==> src/rtl/fixed_p_std_div_pipe.sv <==
// Multi-cycle unsigned fixed-point divider (restoring shift-subtract, one quotient bit per cycle).
// The dividend is left*2^FRACT_WIDTH and the handshake is Calyx-style go/done.
module fixed_p_std_div_pipe #(
  parameter int WIDTH       = 32,
  parameter int INT_WIDTH   = 8,
  parameter int FRACT_WIDTH = 24
) (
  input  logic             clk,
  input  logic             reset_n,
  input  logic             go,
  input  logic [WIDTH-1:0] left,
  input  logic [WIDTH-1:0] right,
  output logic [WIDTH-1:0] out_quotient,
  output logic [WIDTH-1:0] out_remainder,
  output logic             div_by_zero,
  output logic             overflow,
  output logic             done
);

  localparam int N  = WIDTH + FRACT_WIDTH;
  localparam int CW = $clog2(N);
  localparam logic [CW-1:0] LAST = CW'(N - 1);

  localparam logic [1:0] ST_IDLE = 2'd0;
  localparam logic [1:0] ST_BUSY = 2'd1;
  localparam logic [1:0] ST_DONE = 2'd2;

  if (INT_WIDTH + FRACT_WIDTH != WIDTH) begin : g_width_check
    $error("fixed_p_std_div_pipe: INT_WIDTH + FRACT_WIDTH must equal WIDTH");
  end

  logic [1:0]       state_q, state_d;
  logic [N-1:0]     dividend_q, dividend_d;
  logic [WIDTH-1:0] divisor_q, divisor_d;
  logic [WIDTH-1:0] rem_q, rem_d;
  logic [N-1:0]     quot_q, quot_d;
  logic [CW-1:0]    count_q, count_d;
  logic [WIDTH-1:0] out_quot_q, out_quot_d;
  logic [WIDTH-1:0] out_rem_q, out_rem_d;
  logic             dbz_q, dbz_d;
  logic             ovf_q, ovf_d;

  // The partial remainder is always < divisor, so the shifted value needs exactly one extra bit.
  logic [WIDTH:0]   rem_shift;
  logic [WIDTH:0]   rem_sub;
  logic             rem_ge;
  logic [WIDTH-1:0] rem_next;
  logic [N-1:0]     quot_shift;

  assign rem_shift  = {rem_q, dividend_q[N-1]};
  assign rem_ge     = (rem_shift >= {1'b0, divisor_q});
  assign rem_sub    = rem_shift - {1'b0, divisor_q};
  assign rem_next   = rem_ge ? rem_sub[WIDTH-1:0] : rem_shift[WIDTH-1:0];
  assign quot_shift = {quot_q[N-2:0], rem_ge};

  always_comb begin
    // NOTE: every variable gets a default first so no path through the case infers a latch.
    state_d    = state_q;
    dividend_d = dividend_q;
    divisor_d  = divisor_q;
    rem_d      = rem_q;
    quot_d     = quot_q;
    count_d    = count_q;
    out_quot_d = out_quot_q;
    out_rem_d  = out_rem_q;
    dbz_d      = dbz_q;
    ovf_d      = ovf_q;

    case (state_q)
      ST_IDLE: begin
        if (go) begin
          if (right == '0) begin
            state_d    = ST_DONE;
            out_quot_d = '1;
            out_rem_d  = '0;
            dbz_d      = 1'b1;
            ovf_d      = 1'b0;
          end else begin
            state_d    = ST_BUSY;
            dividend_d = {left, {FRACT_WIDTH{1'b0}}};
            divisor_d  = right;
            rem_d      = '0;
            quot_d     = '0;
            count_d    = '0;
          end
        end
      end
      ST_BUSY: begin
        dividend_d = dividend_q << 1;
        rem_d      = rem_next;
        quot_d     = quot_shift;
        count_d    = count_q + CW'(1);
        if (count_q == LAST) begin
          state_d    = ST_DONE;
          out_quot_d = quot_shift[WIDTH-1:0];
          out_rem_d  = rem_next;
          dbz_d      = 1'b0;
          ovf_d      = |quot_shift[N-1:WIDTH];
        end
      end
      ST_DONE: state_d = ST_IDLE;
      default: state_d = ST_IDLE;
    endcase
  end

  // NOTE: state uses non-blocking assignments so every register samples pre-edge values.
  always_ff @(posedge clk or negedge reset_n) begin
    if (!reset_n) begin
      state_q    <= ST_IDLE;
      dividend_q <= '0;
      divisor_q  <= '0;
      rem_q      <= '0;
      quot_q     <= '0;
      count_q    <= '0;
      out_quot_q <= '0;
      out_rem_q  <= '0;
      dbz_q      <= 1'b0;
      ovf_q      <= 1'b0;
    end else begin
      state_q    <= state_d;
      dividend_q <= dividend_d;
      divisor_q  <= divisor_d;
      rem_q      <= rem_d;
      quot_q     <= quot_d;
      count_q    <= count_d;
      out_quot_q <= out_quot_d;
      out_rem_q  <= out_rem_d;
      dbz_q      <= dbz_d;
      ovf_q      <= ovf_d;
    end
  end

  assign out_quotient  = out_quot_q;
  assign out_remainder = out_rem_q;
  assign div_by_zero   = dbz_q;
  assign overflow      = ovf_q;
  assign done          = (state_q == ST_DONE);

endmodule
==> config.mk <==
export PLATFORM = sky130hd
export DESIGN_NAME = fixed_p_std_div_pipe
export DESIGN_NICKNAME = d
export VERILOG_FILES = /design/src/rtl/fixed_p_std_div_pipe.sv
export SDC_FILE = /design/constraint.sdc
export NUM_CORES = 1
export LEC_CHECK = 0
export ABC_CLOCK_PERIOD_IN_PS = 7700
export CORE_UTILIZATION = 25
export CTS_BUF_LIST = sky130_fd_sc_hd__clkbuf_4
export DETAILED_ROUTE_END_ITERATION = 6
export SLEW_MARGIN = 20
export SYNTH_ARGS = -nofsm -noshare
export SYNTH_HDL_FRONTEND = slang
export SYNTH_SLANG_ARGS = --single-unit
==> constraint.sdc <==
create_clock -name clk -period 7.7 [get_ports clk]
set_input_delay 2.31 -clock clk [delete_from_list [all_inputs] [get_ports clk]]
set_output_delay 2.31 -clock clk [all_outputs]
set_load 0.03 [all_outputs]
# Yosys cells after proc, flatten, opt, wreduce, memory -nomap -nowiden

Cells that the tools add are included.

Input bits: 67
Output and inout bits: 67
Flip-flop bits (word level): 249
Word-level logic and storage cells: 62

Bitwise logic cells: 1
Reduce and logical (&&, ||, !) cells: 8
Order comparisons: 1
Muxes and demuxes: 33
Equal/unequal tests: 7
Add/subtract/negate cells: 2

Operators by type and width:

| operator            | count |
|---|---|
| $mux 32             | 9 |
| $pmux 32 s2         | 3 |
| $mux 56             | 2 |
| $pmux 56 s2         | 1 |
| $mux 55             | 2 |
| $pmux 55 s2         | 1 |
| $ge 33x32->1        | 1 |
| $logic_not 32->1    | 1 |
| $sub 32x32->32      | 1 |
| $reduce_or 24->1    | 1 |
| $mux 6              | 2 |
| $pmux 6 s2          | 1 |
| $ne 2x2->1 const B  | 4 |
| $add 6x1->6 const B | 1 |
| $eq 6x6->1 const B  | 1 |
| $mux 1              | 6 |
| $mux 2              | 3 |
| $reduce_and 3->1    | 2 |
| $pmux 1 s2          | 2 |
| $pmux 2 s2          | 1 |
| $reduce_and 4->1    | 1 |
| $eq 2x1->1 const B  | 1 |
| $eq 2x2->1 const B  | 1 |
| $logic_not 2->1     | 1 |
| 3 further kinds     | 3 |

# Longest topological paths before layout

Depth after elaboration: 4
Mapped depth: 13
Depth with buffers taken out: 12

# Worst setup path after synthesis

OpenSTA, ideal clock, no wires.

Path kind: input-to-reg
Start: in right[26]
End: reg out_quot_q[0] (netlist: out_quotient[0])
Path slack: 3.790 ns
Buffers on the path: 3
Arrival: 3.829 ns
Stages: 12
Required time: 7.618 ns
Library setup time: 0.082 ns
Path through: nor4_1 -> nand4_1 -> nor2_1 -> nand2_1 -> o21ai_0 -> nand2b_1 -> clkbuf_1 -> inv_1 -> buf_2 -> buf_2 -> nor2_1 -> a31oi_1

Cells in the longest elaborated chain, start to end: 3

Ends and longest elaborated chain:

| what                       | RTL line | source |
|---|---|---|
| start, declared            | 12       | `input logic [WIDTH-1:0] right,` |
| $logic_not 32->1           | 72       | `if (right == '0) begin` |
| $ne 2x2->1 (no line)       | --       |  |
| $reduce_and 4->1 (no line) | --       |  |
| end signal, assigned       | 126      | `out_quot_q <= out_quot_d;` |
| end, declared              | 38       | `logic [WIDTH-1:0] out_quot_q, out_quot_d;` |

No other way between the ends.
A chain may end at the register's enable or synchronous reset.

# Worst setup path after layout

Start: in right[18]
End: reg out_rem_q[31] (netlist: out_remainder[31])

Cells in the longest elaborated chain, start to end: 3

Ends and longest elaborated chain:

| what                       | RTL line | source |
|---|---|---|
| $logic_not 32->1           | 72       |  |
| $ne 2x2->1 (no line)       | --       |  |
| $reduce_and 4->1 (no line) | --       |  |
| end signal, assigned       | 127      | `out_rem_q <= out_rem_d;` |
| end, declared              | 39       | `logic [WIDTH-1:0] out_rem_q, out_rem_d;` |

No other way between the ends.

==> results.sh <==
export IMPL_start_kind="input pin"
export IMPL_firstDrtPassIters=5
export IMPL_start_util=0.254
export IMPL_r2r_end="out_remainder[26]$_DFFE_PN0P_"
export IMPL_min_to="out_remainder[19]$_DFFE_PN0P_"
export IMPL_design_die_area_mm2=0.0435
export IMPL_finalClockSkew_ns=0.0465
export IMPL_synthFlopType="dfrtp_1"
export IMPL_fin_crit_ns=5.44
export IMPL_synthTopCellsByCount="dfrtp_1, nand2_1, o21ai_0"
export IMPL_coreArea_mm2=0.0420
export IMPL_status="completed"
export IMPL_yosysMostFrequentCell="dfrtp_1"
export IMPL_endpoint_kind="register"
export IMPL_grt_pass1_wl_um=47200
export IMPL_h_tree_depth=2
export IMPL_grt_pass1_vias=8848
export IMPL_power_uw=5450
export IMPL_drt_iter0_drc=450
export IMPL_slew_violations=0
export IMPL_die_x_um=209
export IMPL_wirelength_um=29100
export IMPL_setup_viol=0
export IMPL_hold_viol=0
export IMPL_ys_ff_latch=225
export IMPL_worstSetupPathType="input pin to register"
export IMPL_fill_cells=4434
export IMPL_worstMarginPinSlew_ns=1.04
export IMPL_clkTransAtPathRegs_ns=0.07
export IMPL_seq_area_frac_synth=0.527
export IMPL_arrival_ns=6.10
export IMPL_crit_required_ns=8.36
export IMPL_multi_input_area_mm2=0.00460
export IMPL_gp_congestion=0.877
export IMPL_rows=75
export IMPL_num_vias=8724
export IMPL_crit_fanout=39
export IMPL_synthArstFlopShare=1.00
export IMPL_die_h_um=209
export IMPL_yosys_warnings=0
export IMPL_clk_latency_ns=0.80
export IMPL_synth_top_cell_area_share=0.527
export IMPL_synth_area_per_cell_um2=9.64
export IMPL_place_port_buffers=133
export IMPL_wl_per_cell_um=15.9
export IMPL_clockBufferDepth=3
export IMPL_syn_nets=1208
export IMPL_relSlewSlack=0.309
export IMPL_synth_edf_count=0
export IMPL_hold_class="register to register"
export IMPL_nets=1342
export IMPL_hpwlAfterDp_um=19400
export IMPL_synth_area_leader_cell="dfrtp_1"
export IMPL_antenna_found_initial=2
export IMPL_critPathSlowestCell="nor4_1"
export IMPL_cp_depth=12
export IMPL_ff2ff_setup_slack_ns=4.12
export IMPL_ff2ff_path_depth=12
export IMPL_ant_nets=0
export IMPL_cts_buffers_inserted=61
export IMPL_drc=0
export IMPL_p_leak_uw=0.00585
export IMPL_fmax_mhz=184
export IMPL_grt_max_degree=179
export IMPL_cts_setup_buffers=0
export IMPL_areaGrowthSynthToFinish_pct=24.4
export IMPL_grtUsageTotal=0.136
export IMPL_num_io_pins=134
export IMPL_fin_crit_sh=0.706
export IMPL_cpLargestDelayFamily="simple AND/OR/NAND/NOR gates"
export IMPL_fin_setup_tns_ns=0
export IMPL_ir_drop_mv=0.158
export IMPL_clock_sinks=225
export IMPL_critical_path_cell_chain="clkdlybuf4s50_1, nor4_1, nand4_1, nor2_1, nand2_1, o21ai_0, nand2b_1, buf_4, inv_1, buf_4, nand2_1, o31ai_1"
export IMPL_synth_cell_types=61
export IMPL_syn_area_mm2=0.0107
export IMPL_syn_inst=1107
export IMPL_path_buf_inv=4
export IMPL_rsz0062_at_grt="false"
export IMPL_drv_cap=0
export IMPL_synthTopCellsByArea="dfrtp_1, nand2_1, a22o_1"
export IMPL_hold_depth=2
export IMPL_seq_area_mm2=0.00563
export IMPL_r2r_start="divisor_q[1]$_DFFE_PN0P_"
export IMPL_min_from="out_remainder[19]$_DFFE_PN0P_"
export IMPL_cts_resized_gates=0
export IMPL_viasPerCell=4.76
export IMPL_cts_hold_buffers=0
export IMPL_root_buffer="clkbuf_4"
export IMPL_critPathMaxStageDelay_ns=0.76
export IMPL_gr_total_overflow=0
export IMPL_drive_gt1_frac=0.0978
export IMPL_power_density_cell_area_mw_per_mm2=411
export IMPL_cts_tree="done"
[per-stage QoR]
stage	area (um2)	worst slack (ns)	util	instances	hold WS [ns]
floorplan	10700	3.79	-	1107	0.448
global placement	12500	1.36	0.297	1717	0.465
detailed placement	12500	1.31	0.297	1717	0.474
CTS	13300	2.18	0.315	1827	0.491
global route	13300	1.86	0.316	1832	0.510
finish	13300	2.26	0.316	1832	0.483
[worst min-delay path, delay by kind of cell (launching register included)]
kind	cells	cell delay, ns
AOI/OAI and AO/OA	1	0.06
DFF	1	0.34
and+or+nand+nor	1	0.05
[registers in the layout, summed over array words and instances (netlist names)]
signal / cells
div_by_zero: 1
state_q: 2
out_quotient: 32
dividend_q: 32
rem_q: 32
quot_q: 55
out_remainder: 32
count_q: 6
divisor_q: 32
overflow: 1
[worst max path at each step]
| stage | from | to | slack (ns) |
|---|---|---|---|
| floorplan | right[26] | out_quotient[0]$_DFFE_PN0P_ | 3.79 |
| global placement | right[18] | out_remainder[31]$_DFFE_PN0P_ | 1.36 |
| detailed placement | right[18] | out_remainder[31]$_DFFE_PN0P_ | 1.31 |
| CTS | right[18] | out_remainder[31]$_DFFE_PN0P_ | 2.18 |
| global route | right[18] | out_remainder[31]$_DFFE_PN0P_ | 1.86 |
| finish | right[18] | out_remainder[31]$_DFFE_PN0P_ | 2.26 |
[per-layer routing]
metal / share of wire / global-route usage
met1: 0.47 / 0.183
met2: 0.45 / 0.210
met3: 0.065 / 0.0416
met4: 0.017 / 0.0403
met5: 0 / 0
[area by class of cell]
class / instances / area share
Sequential cell: 225 / 0.424
Multi-Input combinational cell: 766 / 0.346
Timing Repair Buffer: 144 / 0.108
Clock buffer: 91 / 0.0515
Tap cell: 539 / 0.0508
Inverter: 43 / 0.0122
Clock inverter: 19 / 0.00641
Antenna cell: 5 / 0.000943
[cell families after synthesis]
| group | after synthesis | synth area share |
|---|---|---|
| AO/OA/AOI/OAI | 347 | 0.214 |
| AND/OR/NAND/NOR | 346 | 0.140 |
| flip-flops | 225 | 0.527 |
| buffers and inverters | 116 | 0.0445 |
| adder cells (fa/ha/maj) | 34 | 0.0406 |
| XOR/XNOR | 30 | 0.0246 |
| multiplexers | 9 | 0.00856 |
[report_power, final]
| part | total (uW) | switching, uW | internal [uW] |
|---|---|---|---|
| clock | 1070 | 530 | 541 |
| sequential | 1770 | 227 | 1540 |
| combinational | 2610 | 1560 | 1050 |
| total | 5450 | 2320 | 3130 |
[cell usage in the layout (no fill, tap or decap), types with 6 or more instances in the layout]
| cell type | Yosys | routed |
|---|---|---|
| dfrtp_1 | 225 | 225 |
| a31oi_1 | 33 | 33 |
| clkbuf_4 | 0 | 91 |
| nor3_1 | 9 | 8 |
| a21o_1 | 9 | 8 |
| nand4_1 | 14 | 14 |
| nor2_1 | 77 | 76 |
| a22o_1 | 56 | 56 |
| a21oi_1 | 58 | 57 |
| inv_1 | 43 | 43 |
| xor2_1 | 10 | 10 |
| nor4_1 | 15 | 15 |
| xnor2_1 | 20 | 20 |
| nand3_1 | 13 | 13 |
| buf_4 | 3 | 10 |
| nand2_1 | 191 | 191 |
| clkinv_1 | 0 | 14 |
| clkdlybuf4s50_1 | 0 | 132 |
| o22a_1 | 31 | 31 |
| ha_1 | 33 | 33 |
| nand2b_1 | 8 | 7 |
| nor2b_1 | 6 | 6 |
| mux2i_1 | 8 | 8 |
| o21ai_0 | 81 | 81 |
| o21ai_1 | 36 | 36 |
Note: power is estimated with default switching activity, not from simulation.
